[src/rtl/vga_pkg.sv]
// Shared VGA definitions for the transmit and capture paths.
//   - tx_state_t : pixel-alignment states of the transmit path
//   - RGB_W      : packed pixel width {R,G,B}
//   - SVGA_*     : default 800x600@60 raster timing
package vga_pkg;

  localparam int unsigned RGB_W = 24;

  localparam int unsigned SVGA_H_ACTIVE = 800;
  localparam int unsigned SVGA_H_FP     = 40;
  localparam int unsigned SVGA_H_SYNC   = 128;
  localparam int unsigned SVGA_H_BP     = 88;
  localparam int unsigned SVGA_V_ACTIVE = 600;
  localparam int unsigned SVGA_V_FP     = 1;
  localparam int unsigned SVGA_V_SYNC   = 4;
  localparam int unsigned SVGA_V_BP     = 23;
  localparam bit          SVGA_HS_POL   = 1'b1;
  localparam bit          SVGA_VS_POL   = 1'b1;

  typedef enum logic [1:0] {
    IDLE,
    SEEK,
    ARMED,
    RUN
  } tx_state_t;

  typedef logic [RGB_W-1:0] rgb_t;

endpackage

[src/rtl/vga_out_tx_if.sv]
// Upstream pixel stream (valid/ready) feeding the VGA transmitter.
//   pix_valid : source has a beat
//   pix_ready : sink takes the beat this cycle (valid & ready)
//   pix_data  : {R[23:16], G[15:8], B[7:0]}
//   pix_sof   : beat is the first pixel of a frame, qualified by pix_valid
// master = pixel source, slave = vga_out_tx.
interface vga_out_tx_if;
  import vga_pkg::*;

  logic             pix_valid;
  logic             pix_ready;
  logic [RGB_W-1:0] pix_data;
  logic             pix_sof;

  modport master (
    output pix_valid,
    output pix_data,
    output pix_sof,
    input  pix_ready
  );

  modport slave (
    input  pix_valid,
    input  pix_data,
    input  pix_sof,
    output pix_ready
  );

endinterface

[src/rtl/vga_timing_gen.sv]
// Free-running VGA raster timing generator.
// Ports:
//   clk, rst_n  : pixel clock, asynchronous active-low reset
//   active      : current counters are inside the visible area
//   hs, vs      : current counters are inside the sync pulse (active high,
//                 polarity is applied by the user)
//   frame_start : counters at (0,0); held low while in reset
module vga_timing_gen
  import vga_pkg::*;
#(
  parameter int unsigned H_ACTIVE = SVGA_H_ACTIVE,
  parameter int unsigned H_FP     = SVGA_H_FP,
  parameter int unsigned H_SYNC   = SVGA_H_SYNC,
  parameter int unsigned H_BP     = SVGA_H_BP,
  parameter int unsigned V_ACTIVE = SVGA_V_ACTIVE,
  parameter int unsigned V_FP     = SVGA_V_FP,
  parameter int unsigned V_SYNC   = SVGA_V_SYNC,
  parameter int unsigned V_BP     = SVGA_V_BP
) (
  input  logic clk,
  input  logic rst_n,
  output logic active,
  output logic hs,
  output logic vs,
  output logic frame_start
);

  localparam int unsigned H_TOTAL = H_ACTIVE + H_FP + H_SYNC + H_BP;
  localparam int unsigned V_TOTAL = V_ACTIVE + V_FP + V_SYNC + V_BP;
  // One spare code so the sync-end bound fits even with a zero back porch.
  localparam int unsigned H_W = $clog2(H_TOTAL + 1);
  localparam int unsigned V_W = $clog2(V_TOTAL + 1);

  localparam logic [H_W-1:0] H_LAST     = H_W'(H_TOTAL - 1);
  localparam logic [H_W-1:0] H_ACT_END  = H_W'(H_ACTIVE);
  localparam logic [H_W-1:0] H_SYNC_BEG = H_W'(H_ACTIVE + H_FP);
  localparam logic [H_W-1:0] H_SYNC_END = H_W'(H_ACTIVE + H_FP + H_SYNC);
  localparam logic [V_W-1:0] V_LAST     = V_W'(V_TOTAL - 1);
  localparam logic [V_W-1:0] V_ACT_END  = V_W'(V_ACTIVE);
  localparam logic [V_W-1:0] V_SYNC_BEG = V_W'(V_ACTIVE + V_FP);
  localparam logic [V_W-1:0] V_SYNC_END = V_W'(V_ACTIVE + V_FP + V_SYNC);

  logic [H_W-1:0] h_cnt;
  logic [V_W-1:0] v_cnt;
  logic           h_wrap;

  assign h_wrap = (h_cnt == H_LAST);

  always_ff @(posedge clk or negedge rst_n) begin
    if (!rst_n) begin
      h_cnt <= '0;
      v_cnt <= '0;
    end else if (h_wrap) begin
      h_cnt <= '0;
      if (v_cnt == V_LAST) begin
        v_cnt <= '0;
      end else begin
        v_cnt <= v_cnt + V_W'(1);
      end
    end else begin
      h_cnt <= h_cnt + H_W'(1);
    end
  end

  assign active      = (h_cnt < H_ACT_END) && (v_cnt < V_ACT_END);
  assign hs          = (h_cnt >= H_SYNC_BEG) && (h_cnt < H_SYNC_END);
  assign vs          = (v_cnt >= V_SYNC_BEG) && (v_cnt < V_SYNC_END);
  // Gated with rst_n so the pulse is quiet while the block is held in reset.
  assign frame_start = rst_n && (h_cnt == '0) && (v_cnt == '0);

endmodule

[src/rtl/vga_out_tx.sv]
// VGA transmitter: raster timing plus 24-bit pixels from an upstream stream.
// Frames are aligned on pix_sof; an underflow or misplaced sof blanks the
// output, sets the sticky underflow flag and realigns at a frame boundary.
// Ports:
//   clk, rst_n          : pixel clock, asynchronous active-low reset
//   enable              : allow pixel consumption, sampled at frame start
//   pix (slave)         : upstream pixel stream (valid/ready/data/sof)
//   VGA_OUT_RED/GREEN/BLUE, VGA_OUT_HSOUT, VGA_OUT_VSOUT, VGA_OUT_DE :
//                         registered video outputs, mutually aligned
//   frame_start         : counters at (0,0), combinational
//   underflow           : sticky error flag, cleared only by reset
module vga_out_tx
  import vga_pkg::*;
#(
  parameter int unsigned H_ACTIVE = SVGA_H_ACTIVE,
  parameter int unsigned H_FP     = SVGA_H_FP,
  parameter int unsigned H_SYNC   = SVGA_H_SYNC,
  parameter int unsigned H_BP     = SVGA_H_BP,
  parameter int unsigned V_ACTIVE = SVGA_V_ACTIVE,
  parameter int unsigned V_FP     = SVGA_V_FP,
  parameter int unsigned V_SYNC   = SVGA_V_SYNC,
  parameter int unsigned V_BP     = SVGA_V_BP,
  parameter bit          HS_POL   = SVGA_HS_POL,
  parameter bit          VS_POL   = SVGA_VS_POL
) (
  input  logic              clk,
  input  logic              rst_n,
  input  logic              enable,
  vga_out_tx_if.slave       pix,
  output logic [7:0]        VGA_OUT_RED,
  output logic [7:0]        VGA_OUT_GREEN,
  output logic [7:0]        VGA_OUT_BLUE,
  output logic              VGA_OUT_HSOUT,
  output logic              VGA_OUT_VSOUT,
  output logic              VGA_OUT_DE,
  output logic              frame_start,
  output logic              underflow
);

  tx_state_t state, state_next;

  logic active;
  logic hs;
  logic vs;
  logic run_cycle;
  logic ready;
  logic show;
  logic flag;
  rgb_t rgb_q;

  vga_timing_gen #(
    .H_ACTIVE (H_ACTIVE),
    .H_FP     (H_FP),
    .H_SYNC   (H_SYNC),
    .H_BP     (H_BP),
    .V_ACTIVE (V_ACTIVE),
    .V_FP     (V_FP),
    .V_SYNC   (V_SYNC),
    .V_BP     (V_BP)
  ) u_timing (
    .clk         (clk),
    .rst_n       (rst_n),
    .active      (active),
    .hs          (hs),
    .vs          (vs),
    .frame_start (frame_start)
  );

  // Cycles that stream pixels. The ARMED->RUN transition cycle counts as
  // RUN so the held sof beat lands on (0,0); a RUN frame start with enable
  // low does not stream, leaving the sof beat with the upstream.
  assign run_cycle = ((state == RUN) && !(frame_start && !enable)) ||
                     ((state == ARMED) && frame_start);

  always_comb begin
    state_next = state;
    ready      = 1'b0;
    show       = 1'b0;
    flag       = 1'b0;

    unique case (state)
      IDLE: begin
        if (frame_start && enable) state_next = SEEK;
      end
      SEEK: begin
        // Discard everything except sof; sof is left on the bus for ARMED.
        ready = !(pix.pix_valid && pix.pix_sof);
        if (pix.pix_valid && pix.pix_sof) state_next = ARMED;
      end
      ARMED: begin
        if (frame_start) state_next = RUN;
      end
      RUN: begin
        if (frame_start && !enable) state_next = IDLE;
      end
    endcase

    if (run_cycle && active) begin
      if (!pix.pix_valid) begin
        flag       = 1'b1;
        state_next = SEEK;
      end else if (pix.pix_sof && !frame_start) begin
        // Early sof: keep the beat upstream and show it at the next (0,0).
        flag       = 1'b1;
        state_next = ARMED;
      end else begin
        ready = 1'b1;
        show  = 1'b1;
      end
    end
  end

  assign pix.pix_ready = ready;

  always_ff @(posedge clk or negedge rst_n) begin
    if (!rst_n) begin
      state <= IDLE;
    end else begin
      state <= state_next;
    end
  end

  always_ff @(posedge clk or negedge rst_n) begin
    if (!rst_n) begin
      rgb_q         <= '0;
      VGA_OUT_DE    <= 1'b0;
      VGA_OUT_HSOUT <= ~HS_POL;
      VGA_OUT_VSOUT <= ~VS_POL;
      underflow     <= 1'b0;
    end else begin
      rgb_q         <= show ? pix.pix_data : '0;
      VGA_OUT_DE    <= active;
      VGA_OUT_HSOUT <= hs ? HS_POL : ~HS_POL;
      VGA_OUT_VSOUT <= vs ? VS_POL : ~VS_POL;
      if (flag) underflow <= 1'b1;
    end
  end

  assign VGA_OUT_RED   = rgb_q[23:16];
  assign VGA_OUT_GREEN = rgb_q[15:8];
  assign VGA_OUT_BLUE  = rgb_q[7:0];

endmodule
[src/flat_wrapper.sv]
// flat-port wrapper written by rule: the top's interface ports become plain ports
module vga_out_tx_flat import vga_pkg::*;
#(
  parameter int unsigned H_ACTIVE = SVGA_H_ACTIVE,
  parameter int unsigned H_FP     = SVGA_H_FP,
  parameter int unsigned H_SYNC   = SVGA_H_SYNC,
  parameter int unsigned H_BP     = SVGA_H_BP,
  parameter int unsigned V_ACTIVE = SVGA_V_ACTIVE,
  parameter int unsigned V_FP     = SVGA_V_FP,
  parameter int unsigned V_SYNC   = SVGA_V_SYNC,
  parameter int unsigned V_BP     = SVGA_V_BP,
  parameter bit          HS_POL   = SVGA_HS_POL,
  parameter bit          VS_POL   = SVGA_VS_POL
)
  (clk, rst_n, enable, VGA_OUT_RED, VGA_OUT_GREEN, VGA_OUT_BLUE, VGA_OUT_HSOUT, VGA_OUT_VSOUT, VGA_OUT_DE, frame_start, underflow, pix_pix_valid, pix_pix_data, pix_pix_sof, pix_pix_ready);
  vga_out_tx_if pix_i ();
  input  logic clk;
  input  logic rst_n;
  input  logic enable;
  output logic [7:0] VGA_OUT_RED;
  output logic [7:0] VGA_OUT_GREEN;
  output logic [7:0] VGA_OUT_BLUE;
  output logic VGA_OUT_HSOUT;
  output logic VGA_OUT_VSOUT;
  output logic VGA_OUT_DE;
  output logic frame_start;
  output logic underflow;
  input wire logic [$bits(pix_i.pix_valid)-1:0] pix_pix_valid;
  input wire logic [$bits(pix_i.pix_data)-1:0] pix_pix_data;
  input wire logic [$bits(pix_i.pix_sof)-1:0] pix_pix_sof;
  output wire logic [$bits(pix_i.pix_ready)-1:0] pix_pix_ready;
  assign pix_i.pix_valid = pix_pix_valid;
  assign pix_i.pix_data = pix_pix_data;
  assign pix_i.pix_sof = pix_pix_sof;
  assign pix_pix_ready = pix_i.pix_ready;
  vga_out_tx #(.H_ACTIVE(H_ACTIVE), .H_FP(H_FP), .H_SYNC(H_SYNC), .H_BP(H_BP), .V_ACTIVE(V_ACTIVE), .V_FP(V_FP), .V_SYNC(V_SYNC), .V_BP(V_BP), .HS_POL(HS_POL), .VS_POL(VS_POL)) u_core (.clk(clk), .rst_n(rst_n), .enable(enable), .pix(pix_i), .VGA_OUT_RED(VGA_OUT_RED), .VGA_OUT_GREEN(VGA_OUT_GREEN), .VGA_OUT_BLUE(VGA_OUT_BLUE), .VGA_OUT_HSOUT(VGA_OUT_HSOUT), .VGA_OUT_VSOUT(VGA_OUT_VSOUT), .VGA_OUT_DE(VGA_OUT_DE), .frame_start(frame_start), .underflow(underflow));
endmodule
[config.mk]
export PLATFORM = sky130hd
export DESIGN_NAME = vga_out_tx_flat
export DESIGN_NICKNAME = d
export VERILOG_FILES = /design/src/rtl/vga_pkg.sv /design/src/rtl/vga_out_tx_if.sv /design/src/rtl/vga_timing_gen.sv /design/src/rtl/vga_out_tx.sv /design/src/flat_wrapper.sv
export SDC_FILE = /design/constraint.sdc
export NUM_CORES = 1
export LEC_CHECK = 0
export ABC_AREA = 0
export CAP_MARGIN = 20
export CORE_MARGIN = 4
export CORE_UTILIZATION = 30
export DETAILED_ROUTE_END_ITERATION = 10
export PLACE_DENSITY = 0.65
export SLEW_MARGIN = 10
export SYNTH_ARGS = -nofsm -noshare
export SYNTH_HDL_FRONTEND = slang
export SYNTH_SLANG_ARGS = --single-unit
[constraint.sdc]
create_clock -name clk -period 5.8 [get_ports clk]
set_input_delay 0.87 -clock clk [delete_from_list [all_inputs] [get_ports clk]]
set_output_delay 0.87 -clock clk [all_outputs]
set_load 0.03 [all_outputs]
; Word-level counts from Yosys, hierarchy flattened
; Cells that the tools add are included.
; W data, S select, Z words.
[classes]
addsub = 2
multipliers = 0
div_mod_pow = 0
magnitude_cmp = 6
n_eq_ne = 5
shift = 0
mux = 23
bitwise = 0
reduce_logical = 20
[ops]
columns = cell, n
row1 = $mux W24, 1
row2 = $lt A11 B10 Y1 const B, 2
row3 = $lt A10 B10 Y1 const B, 2
row4 = $mux W2, 7
row5 = $logic_and A1 B1 Y1, 12
row6 = $mux W1, 12
row7 = $add A11 B1 Y11 const B, 1
row8 = $eq A11 B11 Y1 const B, 1
row9 = $ge A11 B10 Y1 const B, 1
row10 = $logic_not A11 Y1, 1
row11 = $mux W11, 1
row12 = $add A10 B1 Y10 const B, 1
row13 = $eq A10 B10 Y1 const B, 1
row14 = $ge A10 B10 Y1 const B, 1
row15 = $logic_not A10 Y1, 1
row16 = $mux W10, 1
row17 = $pmux W2 S4, 1
row18 = $eq A2 B2 Y1 const B, 2
row19 = $logic_not A1 Y1, 4
row20 = $eq A2 B1 Y1 const B, 1
row21 = $logic_not A2 Y1, 1
row22 = $logic_or A1 B1 Y1, 1
[totals]
ff_bits = 51
latch_bits = 0
ramBits = 0
mem_bits_ro = 0
n_memories = 0

; Depth between registers and ports, before layout
; Gate-level depths: netlist (run 1).
[logic_depth]
ltp_word = 10
depth_mapped = 8
mapped_depth_nobuf = 7

; Cells and area by module
; A second synthesis (run 1) with hierarchy kept.
[hier_totals]
hier_cells = 203
area_unflattened_um2 = 2294.7
[by_module_without_submodules]
columns = mod, n_inst, cells_per_inst, area_each_um2, seq_area_each_um2
row1 = vga_timing_gen, 1, 125, 1212.4, 525.5
row2 = vga_out_tx, 1, 78, 1082.3, 750.7

; Least setup slack after synthesis (run 1)
; Ideal clock, no wire load.
[synth_timing]
path_kind = input to output
from = in rst_n
to = out pix_pix_ready
t_arrival_ns = 2.019
required_ns = 4.930
setup_slack_ns = 2.911
cell_stages = 6
path_buffers = 1
path_cell_list = nor4b_2 -> and4_1 -> nand3_1 -> a21oi_2 -> buf_6 -> a31o_2
[synth_between]
elab_chain_len = 8
word_cells_on_any_way = 13
[synth_lines]
columns = element, line
row1 = start: declaration, flat_wrapper.sv:18  ; input logic rst_n;
row2 = $logic_and A1 B1 Y1 * (2 in series), vga_timing_gen.sv:69  ; assign frame_start = rst_n && (h_cnt == '0) && (v_cnt == '0);
row3 = $logic_and A1 B1 Y1, vga_out_tx.sv:72  ; assign run_cycle = ((state == RUN) && !(frame_start && !enable)) ||
row4 = $logic_not A1 Y1, vga_out_tx.sv:72
row5 = $logic_and A1 B1 Y1, vga_out_tx.sv:72
row6 = $logic_or A1 B1 Y1, vga_out_tx.sv:72
row7 = $logic_and A1 B1 Y1, vga_out_tx.sv:98  ; if (run_cycle && active) begin
row8 = $mux W1 *, vga_out_tx.sv:98
row9 = end: declaration, flat_wrapper.sv:31  ; output wire logic [$bits(pix_i.pix_ready)-1:0] pix_pix_ready;
; Every way passes the cells marked *; elsewhere a longest branch is shown, timed or not.

; Final worst setup path (run 1)
; Ends and elaborated chain as after synthesis.

==> results of run 1 <==
synth_stat cells (all sizes together), types with 2 or more instances:
cell type   n  area (um^2)
a21oi       5         28.8
a31o        2         17.5
and2       25          156
and3        3         18.8
buf         6         41.3
dfrtp      51         1280
ha          6         75.1
inv         9         33.8
mux2i       2         20.0
nand2      16         60.1
nand3       8         40.0
nand4       8         50.1
nor2       15         56.3
nor2b       2         12.5
nor3        4         31.3
nor4        6         77.6
o21ai       5         25.0
o311ai      2         17.5
or2         2         15.0
xnor2       9         78.8
xor2        7         61.3
per-stage QoR:
| stage | setup slack, ns | hold WS (ns) | cells | area, um^2 |
|---|---|---|---|---|
| after detailed placement | 1.68 | 0.487 | 359 | 2990 |
| after global placement | 1.72 | 0.472 | 359 | 2990 |
| after floorplan | 2.91 | 0.452 | 208 | 2330 |
| after global routing | 1.50 | 0.533 | 367 | 3100 |
| final | 1.75 | 0.495 | 367 | 3100 |
| after CTS | 1.68 | 0.500 | 367 | 3100 |
path summary, 6_finish.rpt:
path,startpoint,depth (start not counted),to
setup / recovery,rst_n,7,pix_pix_ready
hold / removal,u_core.u_timing.h_cnt[0],1,u_core.u_timing.h_cnt[0]
setup reg to reg,u_core.u_timing.h_cnt[0],6,u_core.u_timing.v_cnt[9]
hold reg to reg,u_core.u_timing.h_cnt[0],1,u_core.u_timing.h_cnt[0]
max in group asynchronous,rst_n,2,u_core.rgb_q[15]
min in group asynchronous,rst_n,2,u_core.u_timing.h_cnt[2]
flip-flops by register name, indices dropped and copies added (netlist names):
signal                 flops
u_core.u_timing.v_cnt     10
u_core.VGA_OUT_DE          1
u_core.VGA_OUT_VSOUT       1
u_core.underflow           1
u_core.VGA_OUT_HSOUT       1
u_core.u_timing.h_cnt     11
u_core.rgb_q              24
u_core.state               2
cells in the final DEF (no fill, tap or decap), types with 4 or more instances in the layout:
cell and instances:
nand3_1 8, ha_1 6, nor2_1 15, nand2_1 16
nor4_2 4, xor2_1 7, xnor2_1 9, clkdlybuf4s50_1 57
dfrtp_1 51, a21oi_1 4, nand4_1 8, and2_1 25
clkbuf_8 5, inv_1 9
routing by layer:
layer / global-route usage [%] / up-vias / share of wire (%)
met3: 3.99 / 2 / 5.6
met1: 14.0 / 792 / 45
met5: 0 / - / 0
met2: 17.2 / 41 / 49
met4: 2.61 / 0 / 0.43
li1: - / 825 / -
critical path, cell delays in order:
cell and delay (ns):
buf_2 0.11, nor4b_2 0.29, and4_1 0.28, nand3_1 0.10
a21oi_2 0.65, a31o_2 0.20, clkdlybuf4s50_1 0.67
final cells by class:
type                    instances  area [um^2]
flip-flops and latches         51         1280
inverters                       9         33.8
repair buffers                 59          583
well taps                      99          124
fillers                       711         4300
clock inverters                 3         43.8
clock buffers                   5         68.8
multi-input cells             141          975
logic make-up after synthesis:
kind of cell | share of synthesized area [%]
flip-flops | 54.8
adder cells (fa/ha/maj) | 3.22
AND/OR/NAND/NOR | 25.6
XOR/XNOR | 6.02
buffers and inverters | 3.38
AO/OA/AOI/OAI | 5.69
multiplexers | 1.34
power breakdown:
group | internal [mW] | leakage (nW) | switching [mW]
logic | 0.0518 | 0.612 | 0.0532
registers | 0.368 | 0.685 | 0.0119
clock network | 0.128 | 0.0581 | 0.115
total | 0.549 | 1.35 | 0.180
==> out/qor.yml, run 1 <==
floorplanning:
  row_count: 31
  die_x_um: 96.1
  die_h_um: 96.1
  coreArea_um2: 7410
  pin_count: 59
  initial_core_util_pct: 31.4
  dieArea_um2: 9240
synth:
  syn_area_um2: 2330
  synthesis.nets: 243
  yosys_warnings: 0
  ys.flop_type: "dfrtp_1"
  seq_area_frac_synth_pct: 54.8
  synth-edff-count: 0
  async_flop_share_pct: 100
  synth.distinct_cells: 44
  synth.avg_cell_area_um2: 11.2
  synth_cells: 208
  synth_seq_cells: 51
sta:
  min_period_ns: 4.05
  setup_viol: 0
  fmax_mhz: 247
  fin_setup_tns_ns: 0
  drv_slew: 0
  hold_viol_final: 0
  relSlewSlack_pct: 45.0
  worst_pin_slew_ns: 0.824
  rsz0062_at_grt: "no"
  fin_worst_skew_ns: 0.00590
  fin_crit_sh_pct: 69.9
routing:
  vias: 1660
  viasPerCell: 4.52
  ant_nets: 0
  drc: 0
  routed_wl_um: 4670
  wl_per_cell_um: 12.7
  drtIter0Drc: 61
  firstDrtPassIters: 4
global_routing:
  first_global_vias: 1677
  grt_pass1_wl_um: 7820
  antenna_found_initial: 0
  grt_max_degree: 52
  grt_usage_pct: 10.8
  grt_overflow_total: 0
placed_design:
  place_hpwl_um: 3460
  place_congestion: 0.781
  io_buffers: 58
job:
  cap_violations: 0
clock_network:
  post_cts_resized: 0
  root_buffer: "clkbuf_8"
  cts_num_sinks: 51
  cts_buffers: 5
  clockBufferDepth: 2
  cts_tree: "yes"
  clkTransAtPathRegs_ns: 0.09
  clk_latency_ns: 0.30
  postCtsSetupRepairBufs: 0
  cts-htree-levels: 2
  postCtsHoldBufs: 0
worst_setup_path:
  start_kind: "primary input"
  required_ns: 4.93
  cp_max_fo: 25
  path_class: "primary input to primary output"
  crit_arrival_ns: 3.18
  reg2reg_slack_ns: 3.49
  worstSetupEndpointType: "primary output"
final_layout:
  diodes: 0
  final_util_pct: 41.9
  nets: 302
  syn_to_final_growth_pct: 33.2
  drive_gt1_share_pct: 8.96
outcome:
  status: "finished, final reports clean"
worst_hold_path:
  hp-class: "flip-flop to flip-flop"
power_and_ir_drop:
  cellPowerDensity_nw_per_um2: 235
  finalPower_mw: 0.729
  vdd_ir_drop_max_mv: 0.119
  total_leakage_power_nw: 1.35
(Power assumes the default switching activity.)
==> run 2, diff against run 1 <==
==> constraint.sdc (replaced) <==
create_clock -name clk -period 4.18 [get_ports clk]
set_input_delay 0.627 -clock clk [delete_from_list [all_inputs] [get_ports clk]]
set_output_delay 0.627 -clock clk [all_outputs]
set_load 0.03 [all_outputs]
==> run 2 against run 1 <==
Against the previous run:
- first-iteration DRC count decreased by 1.6%
- global-route usage down 0.45 points
- clock skew is 0.0042 ns higher
- worst setup slack worse by 0.73 ns
- die area is the same
- power increased by 40%
- highest routed layer unchanged
==> out/qor.yml, run 2 (synthesized netlist as in run 1, its figures left out) <==
floorplanning:
  die_h_um: 96.1  # unchanged
  coreArea_um2: 7410  # unchanged
  pin_count: 59  # unchanged
  row_count: 31  # unchanged
  initial_core_util_pct: 31.4  # unchanged
  die_x_um: 96.1  # unchanged
  dieArea_um2: 9240  # unchanged
clock_network:
  clkTransAtPathRegs_ns: 0.10  # was 0.09 ns
  root_buffer: "clkbuf_8"  # unchanged
  postCtsSetupRepairBufs: 0  # unchanged
  postCtsHoldBufs: 0  # unchanged
  cts_buffers: 5  # unchanged
  cts_num_sinks: 51  # unchanged
  cts_tree: "yes"  # unchanged
  clockBufferDepth: 2  # unchanged
  cts-htree-levels: 2  # unchanged
  clk_latency_ns: 0.31  # was 0.30 ns
  post_cts_resized: 0  # unchanged
sta:
  fin_crit_sh_pct: 75.7
  hold_viol_final: 0  # unchanged
  rsz0062_at_grt: "no"  # unchanged
  drv_slew: 0  # unchanged
  fin_ws_ns: 1.02  # was 1.75 ns
  min_period_ns: 3.16
  setup_viol: 0  # unchanged
  worst_pin_slew_ns: 0.716  # was 0.824 ns
  relSlewSlack_pct: 51.9  # was 45.0%
  fin_setup_tns_ns: 0  # unchanged
  fmax_mhz: 316
  fin_worst_skew_ns: 0.0101  # was 0.00590 ns
final_layout:
  final_util_pct: 42.1  # was 41.9%
  final_cell_mix: "57 x clkdlybuf4s50_1, 51 x dfrtp_1, 25 x and2_1"  # unchanged
  diodes: 0  # unchanged
  final_common_cell: "clkdlybuf4s50_1"  # unchanged
  regMostFlops: "u_core.rgb_q"  # unchanged
  drive_gt1_share_pct: 9.29  # was 8.96%
  nets: 303  # was 302
  reg_top3: "u_core.rgb_q x24, u_core.u_timing.h_cnt x11, u_core.u_timing.v_cnt x10"  # unchanged
  syn_to_final_growth_pct: 33.7  # was 33.2%
  largest_reg_flops: 24  # unchanged
power_and_ir_drop:
  total_leakage_power_nw: 1.36  # was 1.35 nW
  vdd_ir_drop_max_mv: 0.149  # was 0.119 mV
  cellPowerDensity_nw_per_um2: 329  # was 235 nW/um^2
  finalPower_mw: 1.02  # was 0.729 mW
placed_design:
  place_congestion: 0.774  # was 0.781
  place_hpwl_um: 3370  # was 3460 um
  dpl_worst_slack_ns: 1.15  # was 1.68 ns
  io_buffers: 58  # unchanged
worst_setup_path:
  crit_path_cell_trace: "nor4_2 > and4_1 > nand3_1 > a21oi_2 > a31o_2 > clkdlybuf4s50_1"  # was buf_2 > nor4b_2 > and4_1 > nand3_1 > a21oi_2 > a31o_2 > clkdlybuf4s50_1
  slowest_stage: "clkdlybuf4s50_1"  # unchanged
  required_ns: 3.55  # was 4.93 ns
  worstSetupEndpointType: "primary output"  # unchanged
  crit_buf_inv: 1  # was 2
  cp_max_fo: 10  # was 25
  path_class: "flip-flop to primary output"  # was primary input to primary output
  ff2ff_path_depth: 6  # unchanged
  cp_top_family: "simple AND/OR/NAND/NOR gates"  # was compound AO/OA/AOI/OAI gates
  cp.depth: 6  # was 7
  crit_arrival_ns: 2.54  # was 3.18 ns
  start_kind: "flip-flop"  # was primary input
  cpPeakStageDelay_ns: 0.66  # was 0.67 ns
routing:
  wl_per_cell_um: 12.3  # was 12.7 um
  drtIter0Drc: 60  # was 61
  drc: 0  # unchanged
  ant_nets: 0  # unchanged
  firstDrtPassIters: 4  # unchanged
  vias: 1624  # was 1,660
  routed_wl_um: 4520  # was 4670 um
  viasPerCell: 4.41  # was 4.52
global_routing:
  grt_usage_pct: 10.4  # was 10.8%
  grt_overflow_total: 0  # unchanged
  grt_pass1_wl_um: 7470  # was 7820 um
  grt_max_degree: 52  # unchanged
  first_global_vias: 1551  # was 1,677
  antenna_found_initial: 0  # unchanged
outcome:
  status: "finished, final reports clean"  # unchanged
job:
  cap_violations: 0  # unchanged
worst_hold_path:
  hp-class: "primary input to async pin"  # was flip-flop to flip-flop
[run 2: report_power, final]
part | internal, mW | switching [mW]
Clock | 0.182 | 0.169
Sequential | 0.511 | 0.0158
Combinational | 0.0728 | 0.0742
Total | 0.766 | 0.259
[run 2: layout make-up]
cell class,instances,area (um^2)
clock buffer,5,68.8
sequential,51,1280
tap,99,124
fill,709,4290
inverter,9,33.8
multi-input combinational,141,975
clock inverter,3,47.5
timing repair buffer,60,591
[run 2: worst paths after layout]
path                                     startpoint                  endpoint  slack (ns)
min in group clk                   u_core.underflow          u_core.underflow        0.48
setup / recovery           u_core.u_timing.v_cnt[3]             pix_pix_ready        1.02
hold / removal                                rst_n          u_core.rgb_q[11]        0.47
max in group asynchronous                     rst_n           u_core.rgb_q[1]        3.30
hold reg to reg                    u_core.underflow          u_core.underflow        0.48
setup reg to reg           u_core.u_timing.h_cnt[0]  u_core.u_timing.v_cnt[9]        1.92
[run 2: metrics by stage]
stage	cell area (um^2)	hold WS [ns]	std cells
floorplan	2330	0.331	208
global placement	3000	0.457	360
detailed placement	3000	0.468	360
CTS	3120	0.485	368
global route	3120	0.512	368
finish	3120	0.474	368
[run 2: metal layers]
layer,track usage [%],share of wire (%),vias to the layer above
li1,-,-,827
met1,13.3,44,755
met2,16.4,48,39
met3,3.60,6.8,3
met4,3.20,0.95,0
met5,0,0,-
==> run 3, diff against run 2 <==
--- a/config.mk
+++ b/config.mk
@@ -10,7 +10,7 @@
 export CORE_MARGIN = 4
 export CORE_UTILIZATION = 30
 export DETAILED_ROUTE_END_ITERATION = 10
-export PLACE_DENSITY = 0.65
+export PLACE_DENSITY = 0.67
 export SLEW_MARGIN = 10
 export SYNTH_ARGS = -nofsm -noshare
 export SYNTH_HDL_FRONTEND = slang
==> constraint.sdc (replaced) <==
create_clock -name clk -period 2.7 [get_ports clk]
set_input_delay 0.405 -clock clk [delete_from_list [all_inputs] [get_ports clk]]
set_output_delay 0.405 -clock clk [all_outputs]
set_load 0.03 [all_outputs]
==> run 3 against run 2 <==
Against the previous run:
- via count rose by 1.1%
- sequential power grew 55%
- register-to-register slack worse by 1.3 ns
==> out/qor.yml, run 3 (synthesized netlist as in run 1, its figures left out) <==
outcome:
  status: "finished, final reports clean"  # unchanged
routing:
  drtIter0Drc: 44  # was 60
  wl_per_cell_um: 12.5  # was 12.3 um
  viasPerCell: 4.45  # was 4.41
  vias: 1642  # was 1,624
  firstDrtPassIters: 4  # unchanged
  drc: 0  # unchanged
  ant_nets: 0  # unchanged
  routed_wl_um: 4600  # was 4520 um
placed_design:
  dp.cells: 361  # was 360
  place_hpwl_um: 3460  # was 3370 um
  post_dp_cell_area_um2: 3010  # was 3000 um^2
  place_congestion: 0.849  # was 0.774
  io_buffers: 58  # unchanged
global_routing:
  grt_usage_pct: 10.5  # was 10.4%
  antenna_found_initial: 0  # unchanged
  first_global_vias: 1713  # was 1,551
  grt_max_degree: 52  # unchanged
  grt_pass1_wl_um: 7690  # was 7470 um
  grt_overflow_total: 0  # unchanged
sta:
  hold_viol_final: 0  # unchanged
  fin_worst_skew_ns: 0.00603  # was 0.0101 ns
  fin_setup_tns_ns: 0  # unchanged
  rsz0062_at_grt: "no"  # unchanged
  relSlewSlack_pct: 58.4  # was 51.9%
  min_period_ns: 2.49
  setup_viol: 0  # unchanged
  fmax_mhz: 401
  drv_slew: 0  # unchanged
  worst_pin_slew_ns: 0.623  # was 0.716 ns
  fin_crit_sh_pct: 92.4
final_layout:
  register_area_um2: 1280  # unchanged
  diodes: 0  # unchanged
  largest_reg_flops: 24  # unchanged
  reg_top3: "u_core.rgb_q x24, u_core.u_timing.h_cnt x11, u_core.u_timing.v_cnt x10"  # unchanged
  final_util_pct: 42.3  # was 42.1%
  final_common_cell: "clkdlybuf4s50_1"  # unchanged
  fin_area_um2: 3130  # was 3120 um^2
  nets: 304  # was 303
  final_cell_mix: "55 x clkdlybuf4s50_1, 51 x dfrtp_1, 25 x and2_1"  # was 57 x clkdlybuf4s50_1, 51 x dfrtp_1, 25 x and2_1
  fin_cells: 369  # was 368
  syn_to_final_growth_pct: 34.4  # was 33.7%
  drive_gt1_share_pct: 10.4  # was 9.29%
  multi_input_area_um2: 975  # unchanged
  regMostFlops: "u_core.rgb_q"  # unchanged
  fill_cells: 714  # was 709
clock_network:
  root_buffer: "clkbuf_8"  # unchanged
  cts-htree-levels: 2  # unchanged
  clockBufferDepth: 2  # unchanged
  clkTransAtPathRegs_ns: 0.09  # was 0.10 ns
  cts_tree: "yes"  # unchanged
  clk_latency_ns: 0.30  # was 0.31 ns
  postCtsSetupRepairBufs: 0  # unchanged
  cts_num_sinks: 51  # unchanged
  postCtsHoldBufs: 0  # unchanged
  cts_buffers: 5  # unchanged
  post_cts_resized: 0  # unchanged
worst_setup_path:
  worstSetupEndpointType: "primary output"  # unchanged
  required_ns: 2.30  # was 3.55 ns
  ff2ff_path_depth: 6  # unchanged
  r2r_start: "u_core.u_timing.h_cnt[0]"  # unchanged
  r2r_end: "u_core.u_timing.v_cnt[6]"  # was u_core.u_timing.v_cnt[9]
  path_class: "flip-flop to primary output"  # unchanged
  start_kind: "flip-flop"  # unchanged
  cp_max_fo: 5  # was 10
  crit_arrival_ns: 2.09  # was 2.54 ns
  reg2reg_slack_ns: 0.61  # was 1.92 ns
floorplanning:
  die_h_um: 96.1  # unchanged
  die_x_um: 96.1  # unchanged
  initial_core_util_pct: 31.4  # unchanged
  dieArea_um2: 9240  # unchanged
  coreArea_um2: 7410  # unchanged
  row_count: 31  # unchanged
  pin_count: 59  # unchanged
job:
  cap_violations: 0  # unchanged
power_and_ir_drop:
  vdd_ir_drop_max_mv: 0.198  # was 0.149 mV
  cellPowerDensity_nw_per_um2: 507  # was 329 nW/um^2
  total_leakage_power_nw: 1.37  # was 1.36 nW
worst_hold_path:
  hp-class: "primary input to async pin"  # unchanged
[run 3: cell types whose count changed in the layout (fill, tap and decap cells not counted)]
cell,change
buf_12,+1
buf_4,+2
clkdlybuf4s50_1,-2
[run 3: how the worst max path moves through the flow]
stage                                  start       endpoint  slack [ns]  cells past startpoint
CTS                 u_core.u_timing.h_cnt[6]  pix_pix_ready        0.17                      6
global route        u_core.u_timing.v_cnt[3]  pix_pix_ready        0.09                      6
finish              u_core.u_timing.h_cnt[7]  pix_pix_ready        0.21                      6
detailed placement  u_core.u_timing.h_cnt[7]  pix_pix_ready        0.53                      6
floorplan           u_core.u_timing.h_cnt[7]    frame_start        0.47                      3
global placement    u_core.u_timing.h_cnt[7]    frame_start        0.55                      4
[run 3: area by class of cell]
| cell class | instances | share of cell area [%] |
|---|---|---|
| sequential | 51 | 40.8 |
| multi-input combinational | 141 | 31.1 |
| timing repair buffer | 61 | 19.3 |
| tap | 99 | 3.96 |
| clock buffer | 5 | 2.20 |
| clock inverter | 3 | 1.52 |
| inverter | 9 | 1.08 |
[run 3: routing by layer]
metal | routed length (um) | track usage (%)
met5 | 0 | 0
met4 | 42 | 2.84
met3 | 291 | 3.67
met2 | 2300 | 17.8
met1 | 1960 | 12.6
[run 3: where the power goes]
part	leakage (nW)	switching [mW]	internal (mW)
sequential	0.685	0.0253	0.792
clock	0.0587	0.262	0.281
combinational	0.629	0.115	0.111
[run 3: critical path, stage by stage (launching register included)]
cell and delay, ns:
dfrtp_1 0.44, or3_4 0.44, or2_4 0.29, o21ai_1 0.16, a21oi_2 0.08, a31o_2 0.21
buf_4 0.16
[run 3: per-stage QoR]
| stage | setup slack, ns | hold WS, ns | power (mW) |
|---|---|---|---|
| after floorplan | 0.467 | 0.109 | 0.952 |
| after global placement | 0.548 | 0.455 | 1.06 |
| after detailed placement | 0.532 | 0.475 | 1.06 |
| after CTS | 0.171 | 0.273 | 1.61 |
| after global routing | 0.0858 | 0.301 | 1.65 |
| final | 0.205 | 0.252 | 1.59 |
